## config.mk

```make
export PLATFORM = sky130hd
export DESIGN_NAME = jtag_cnt_regs
export DESIGN_NICKNAME = d
export VERILOG_FILES = /design/src/rtl/jtag_cnt_pkg.sv /design/src/rtl/jtag_cnt_regs_sync_edge.sv /design/src/rtl/jtag_cnt_regs.sv
export SDC_FILE = /design/constraint.sdc
export NUM_CORES = 1
export LEC_CHECK = 0
export ABC_CLOCK_PERIOD_IN_PS = 3500
export CAP_MARGIN = 10
export CORE_MARGIN = 5
export CORE_UTILIZATION = 40
export CTS_BUF_LIST = sky130_fd_sc_hd__clkbuf_4 sky130_fd_sc_hd__clkbuf_8
export DETAILED_ROUTE_END_ITERATION = 16
export GPL_TIMING_DRIVEN = 1
export SLEW_MARGIN = 20
export SYNTH_ARGS = -nofsm -noshare
export SYNTH_HDL_FRONTEND = slang
export SYNTH_SLANG_ARGS = --single-unit
export TNS_END_PERCENT = 100
```

## constraint.sdc

```tcl
create_clock -name tck -period 3.5 [get_ports tck]
set_clock_uncertainty 0.15 [all_clocks]
set_input_delay 0.875 -clock tck [delete_from_list [all_inputs] [get_ports tck]]
set_output_delay 0.875 -clock tck [all_outputs]
set_load 0.01 [all_outputs]
```

## src/rtl/jtag_cnt_pkg.sv

```systemverilog
// Shared constants for the JTAG event-counter register block: register map,
// identification value, control/status bit positions and a byte-select helper.
package jtag_cnt_pkg;

    localparam logic [7:0] ADDR_ID      = 8'h00;
    localparam logic [7:0] ADDR_CTRL    = 8'h01;
    localparam logic [7:0] ADDR_STATUS  = 8'h02;
    localparam logic [7:0] ADDR_SCRATCH = 8'h03;
    localparam logic [7:0] ADDR_CNT0    = 8'h10;
    localparam logic [7:0] ADDR_CNT1    = 8'h11;
    localparam logic [7:0] ADDR_CNT2    = 8'h12;
    localparam logic [7:0] ADDR_CNT3    = 8'h13;

    localparam logic [7:0] ID_VALUE = 8'hC3;

    localparam int CTRL_SOFT_RST = 0;
    localparam int CTRL_CNT_EN   = 1;
    localparam int CTRL_CLEAR    = 2;

    localparam int STATUS_OVF    = 0;
    localparam int STATUS_CNT_EN = 1;

    // CTRL bits that drop back to zero one edge after being written
    localparam logic [7:0] CTRL_SELF_CLEAR = 8'h05;

    function automatic logic [7:0] cnt_byte(input logic [31:0] value, input logic [1:0] sel);
        logic [7:0] b;
        case (sel)
            2'd0:    b = value[7:0];
            2'd1:    b = value[15:8];
            2'd2:    b = value[23:16];
            2'd3:    b = value[31:24];
            default: b = 8'h00;
        endcase
        return b;
    endfunction

endpackage

```

## src/rtl/jtag_cnt_regs_sync_edge.sv

```systemverilog
// sync_edge: two-flop synchronizer for an asynchronous line followed by a
// rising-edge detector producing a one-cycle pulse in the clk domain.
module sync_edge
    import jtag_cnt_pkg::*;
(
    input  logic clk,
    input  logic rst,
    input  logic din,
    output logic rise
);

    logic meta_r;
    logic sync_r;
    logic prev_r;

    // Synchronizer chain plus one delayed copy for edge detection
    always_ff @(posedge clk) begin
        if (rst) begin
            meta_r <= 1'b0;
            sync_r <= 1'b0;
            prev_r <= 1'b0;
        end else begin
            meta_r <= din;
            sync_r <= meta_r;
            prev_r <= sync_r;
        end
    end

    assign rise = sync_r & ~prev_r;

endmodule

```

## src/rtl/jtag_cnt_regs.sv

```systemverilog
// jtag_cnt_regs: JTAG-accessible register block with a 32-bit event counter.
// Optional feature macro: JCNT_SNAPSHOT_EN (coherent 32-bit counter snapshot).
module jtag_cnt_regs
    import jtag_cnt_pkg::*;
(
    input  logic       tck,
    input  logic       init,
    input  logic [7:0] address,
    input  logic [7:0] wr_data,
    input  logic       addr_we,
    input  logic       we,
    output logic [7:0] rd_data,
    input  logic       event_in,
    output logic       cnt_en
);

    logic [7:0]  cur_addr_r;
    logic [7:0]  ctrl_r;
    logic [7:0]  scratch_r;
    logic        ovf_r;
    logic [31:0] cnt_r;

    logic        rise_s;
    logic        srst_s;
    logic        clear_s;
    logic        inc_s;
    logic        wrap_s;
    logic        wr_ctrl_s;
    logic        wr_status_s;
    logic        wr_scratch_s;
    logic [7:0]  cur_addr_next_s;
    logic [7:0]  ctrl_next_s;
    logic [7:0]  scratch_next_s;
    logic        ovf_next_s;
    logic [31:0] cnt_next_s;
    logic [7:0]  status_s;
    logic [7:0]  rd_next_s;
    logic [31:0] rd_cnt_s;

    // Synchronizer keeps running through soft reset; only init clears it
    sync_edge u_sync_edge (
        .clk  (tck),
        .rst  (init),
        .din  (event_in),
        .rise (rise_s)
    );

    // Write decode, counter/overflow and control next-state
    always_comb begin
        srst_s       = ctrl_r[CTRL_SOFT_RST];
        clear_s      = ctrl_r[CTRL_CLEAR];
        inc_s        = rise_s & ctrl_r[CTRL_CNT_EN];
        wrap_s       = inc_s & (cnt_r == 32'hFFFF_FFFF);
        wr_ctrl_s    = we & (cur_addr_r == ADDR_CTRL);
        wr_status_s  = we & (cur_addr_r == ADDR_STATUS);
        wr_scratch_s = we & (cur_addr_r == ADDR_SCRATCH);

        if (addr_we) begin
            cur_addr_next_s = address;
        end else begin
            cur_addr_next_s = cur_addr_r;
        end

        // A soft-reset request discards every other bit of the same write
        ctrl_next_s = 8'h00;
        if (wr_ctrl_s) begin
            if (wr_data[CTRL_SOFT_RST]) begin
                ctrl_next_s[CTRL_SOFT_RST] = 1'b1;
            end else begin
                ctrl_next_s = wr_data;
            end
        end else begin
            ctrl_next_s = ctrl_r & ~CTRL_SELF_CLEAR;
        end

        if (wr_scratch_s) begin
            scratch_next_s = wr_data;
        end else begin
            scratch_next_s = scratch_r;
        end

        if (clear_s) begin
            cnt_next_s = 32'h0000_0000;
        end else if (inc_s) begin
            cnt_next_s = cnt_r + 32'd1;
        end else begin
            cnt_next_s = cnt_r;
        end

        // Clear beats overflow; overflow beats write-1-to-clear
        if (clear_s) begin
            ovf_next_s = 1'b0;
        end else if (wrap_s) begin
            ovf_next_s = 1'b1;
        end else if (wr_status_s && wr_data[STATUS_OVF]) begin
            ovf_next_s = 1'b0;
        end else begin
            ovf_next_s = ovf_r;
        end
    end

`ifdef JCNT_SNAPSHOT_EN
    logic [31:0] snap_r;

    // Snapshot taken when the host points at the counter's low byte
    always_ff @(posedge tck) begin
        if (init || srst_s) begin
            snap_r <= 32'h0000_0000;
        end else if (addr_we && (address == ADDR_CNT0)) begin
            snap_r <= cnt_r;
        end else begin
            snap_r <= snap_r;
        end
    end

    assign rd_cnt_s = snap_r;
`else
    assign rd_cnt_s = cnt_r;
`endif

    // Read mux over current register state
    always_comb begin
        status_s                = 8'h00;
        status_s[STATUS_OVF]    = ovf_r;
        status_s[STATUS_CNT_EN] = ctrl_r[CTRL_CNT_EN];
        case (cur_addr_r)
            ADDR_ID:      rd_next_s = ID_VALUE;
            ADDR_CTRL:    rd_next_s = ctrl_r;
            ADDR_STATUS:  rd_next_s = status_s;
            ADDR_SCRATCH: rd_next_s = scratch_r;
            ADDR_CNT0, ADDR_CNT1, ADDR_CNT2, ADDR_CNT3:
                          rd_next_s = cnt_byte(rd_cnt_s, cur_addr_r[1:0]);
            default:      rd_next_s = 8'h00;
        endcase
    end

    // Register state; init and soft reset both return everything to zero
    always_ff @(posedge tck) begin
        if (init || srst_s) begin
            cur_addr_r <= 8'h00;
            ctrl_r     <= 8'h00;
            scratch_r  <= 8'h00;
            ovf_r      <= 1'b0;
            cnt_r      <= 32'h0000_0000;
            rd_data    <= 8'h00;
        end else begin
            cur_addr_r <= cur_addr_next_s;
            ctrl_r     <= ctrl_next_s;
            scratch_r  <= scratch_next_s;
            ovf_r      <= ovf_next_s;
            cnt_r      <= cnt_next_s;
            rd_data    <= rd_next_s;
        end
    end

    assign cnt_en = ctrl_r[CTRL_CNT_EN];

endmodule

```

==> summary.md <==
| Metric | Value |
|---|---|
| Post-synthesis simple-gate area fraction | `between 20% and 30%` |
| Largest net degree at the start of global routing | `34` |
| Die area | `9940 um2` |
| H-tree levels | `3` |
| Post-synthesis mux area share | `between 10 and 15%` |
| Post-synth EDFFs | `0` |
| Critical path required time | `roughly 3600 ps` |
| CP Class | `in -> reg` |
| CP top delay family | `simple AND/OR/NAND/NOR gates` |
| Final ANT Viol Nets | `0` |
| Grt total ovfl | `0` |
| Diode count | `0` |
| CP max stage cell | `nor4_4` |
| Synthesized area | `roughly 3200 um2` |
| Final Hold Fails | `0` |
| Initial Util | `roughly two fifths` |
| Antenna violations before repair | `0` |
| Clock sinks | `68` |
| Post-synthesis cell count | `340` |
| FFs w/ async S/R, synth | `0%` |
| Hold Path Class | `reg -> reg` |
| P&R area growth vs syn | `18.2%` |
| Compound-gate portion of the synthesized area | `11.7%` |
| Most frequent cells in the layout | `68 x dfxtp_1, 38 x nor2_1, 29 x clkdlybuf4s50_1` |
| Layout cell share with drive strength beyond 1 | `12.5%` |
| DP Worst Slack | `a little over 600 ps` |
| First-pass iteration count of the detailed router | `4` |
| Hold buffers post-CTS | `0` |
| Post CTS Setup Buffer Count | `0` |
| Worst vdd ir | `about 0.25 mV` |
| Library cells used by synthesis | `between 40 and 50` |
| Buffers on Ports | `29` |
| CTS tree | `done` |
| Core Rows | `32` |
| Clock Latency Late Sink | `350 ps` |
| Num CTS Buffers | `9` |
| Avg Cell Area, Syn | `9.46 um2` |
| IO Count | `30` |
| WP buf/inv | `1` |
| Final setup fails | `0` |
| Clock-pin slew on the worst setup and hold paths | `about 80 ps` |
| RSZ-0062 raised after global routing | `false` |
| Largest family of logic cells by synthesized area | `simple AND/OR/NAND/NOR gates` |
| Max Slew Vio Count | `0` |
| Global-route wire length before repair | `~12 mm` |
| Slew HR | `between 40% and 50%` |
| Startpoint Class | `input port` |
| Final worst-path cycle share | `70.8%` |
| Fillers | `between 700 and 800` |
| Leak | `1.23 nW` |
| Tmin final | `2480 ps` |
| Post-synth net total | `362` |
| #FFs+latches synth | `68` |
| Final nets | `384` |
| Fmax | `around 0.40 GHz` |
| Endpoint type of the worst setup path | `register` |
| Arr. time, crit path | `~2600 ps` |
| Drt first-iter violations | `between 100 and 150` |
| Synth warn | `0` |
| Max cap viols | `0` |
| CP Cell Sequence | `clkdlybuf4s50_1, or2b_2, nor4_4, mux2i_1, nor2_1` |
| Core ar. | `~7800 um2` |
| Max stage delay on crit path | `570 ps` |
| Synth Flop Type | `dfxtp_1` |
| Maximum clock path buffer count | `2` |
| Seq/Total Area, Yosys | `roughly 42%` |
| Global placer's final weighted congestion | `between 0.8 and 0.9` |
| Post-DP HPWL | `between 5 and 6 mm` |
| Total track usage | `roughly 16%` |
| CTS root buf | `clkbuf_8` |
| Final TNS setup | `0 ps` |
| Vias in the first global route | `approximately 2,400` |
| Total power | `about 1.6 mW` |
| Drt drc | `0` |
| Crit-path max FO | `8` |
| Adder-cell area share of the yosys netlist | `less than 1%` |
| Actual slew at the worst max-slew pin | `between 800 and 900 ps` |
| Die Span X | `between 90 and 100 um` |
| Most common cell after layout, fill and taps aside | `dfxtp_1` |
| Vias | `~2,600` |
| WL final | `roughly 7.7 mm` |
| Vias per cell | `5.62` |
| Synth Area in XOR/XNOR | `~2.7%` |
| CTS resizes | `0` |
| Status | `finished clean` |
| PD cells | `430 nW/um2` |
| Final WS setup | `1020 ps` |
| Die Ht | `99.7 um` |
| Wirelength per Cell | `about 16 um` |
## cells in the mapped netlist, types with 3 or more instances
master / count / area, um2
a21oi_1: 28 / 140
a22oi_1: 4 / 30.0
and2_1: 3 / 18.8
and4_1: 5 / 43.8
and4b_1: 3 / 30.0
buf_2: 3 / 15.0
clkbuf_1: 18 / 67.6
dfxtp_1: 68 / 1360
inv_1: 5 / 18.8
mux2_2: 4 / 45.0
mux2i_1: 22 / 220
mux4_2: 8 / 180
nand2_1: 21 / 78.8
nand3_1: 11 / 55.1
nand4_1: 8 / 50.1
nor2_1: 38 / 143
nor2b_1: 10 / 62.6
o21ai_0: 5 / 25.0
o31ai_1: 14 / 105
o41ai_1: 5 / 43.8
or3_1: 7 / 43.8
or4_1: 14 / 105
or4b_2: 5 / 50.1
xnor2_1: 3 / 26.3
xor2_1: 7 / 61.3
## state kept, by name (all words and copies together) (netlist names)
register / cells
u_sync_edge.meta_r: 1
ovf_r: 1
cnt_r: 32
u_sync_edge.prev_r: 1
ctrl_r: 8
scratch_r: 8
cur_addr_r: 8
rd_data: 8
u_sync_edge.sync_r: 1
## worst register-to-register path, cell delays in order, from the launching register on
cell and delay, ps:
dfxtp_1 470, and4_1 340, nand4_1 550, or4_1 690
a21oi_1 150
## metal layers
metal / up-vias / global-route usage [%] / share of wire [%]
met5: - / 0 / 0
met4: 0 / 5.57 / 1.4
met3: 10 / 3.86 / 4.5
met2: 46 / 24.3 / 48
met1: 1271 / 21.5 / 46
li1: 1309 / - / -
## stage by stage
stage / hold WS, ps / area [um2] / instances / util [%]
global route: 348 / 3800 / 469 / 49.0
finish: 320 / 3800 / 469 / 49.0
floorplan: 264 / 3220 / 340 / -
CTS: 312 / 3800 / 469 / 49.0
detailed placement: 278 / 3580 / 453 / 46.1
global placement: 305 / 3580 / 453 / 46.1
## cells by family (layout without fill, tap and decap cells)
| group | count (synthesis) | after routing |
|---|---|---|
| AND/OR/NAND/NOR | 140 | 140 |
| flip-flops | 68 | 68 |
| AO/OA/AOI/OAI | 60 | 60 |
| multiplexers | 34 | 34 |
| buffers and inverters | 27 | 54 |
| XOR/XNOR | 10 | 10 |
| adder cells (fa/ha/maj) | 1 | 1 |
## power breakdown
part           switching [mW]  total, mW  internal, mW
logic                  0.0480      0.104        0.0559
clock network           0.312      0.733         0.420
registers              0.0152      0.800         0.785
total                   0.375       1.64          1.26
## final timing paths
check | start | to | slack [ps] | cells past startpoint
worst min register to register | u_sync_edge.meta_r | u_sync_edge.sync_r | 320 | 1
worst max register to register | cnt_r[6] | cnt_r[16] | 1080 | 4
worst min-delay path | u_sync_edge.meta_r | u_sync_edge.sync_r | 320 | 1
worst max-delay path | we | scratch_r[1] | 1020 | 5
## cell type report
| class | count | area [um2] | share of cell area (%) |
|---|---|---|---|
| Multi-Input combinational cell | 245 | 1750 | 46.0 |
| Sequential cell | 68 | 1360 | 35.8 |
| Timing Repair Buffer | 33 | 320 | 8.42 |
| Clock buffer | 10 | 138 | 3.62 |
| Tap cell | 102 | 128 | 3.35 |
| Clock inverter | 6 | 87.6 | 2.30 |
| Inverter | 5 | 18.8 | 0.493 |
Power figures use the tool's default switching activity.
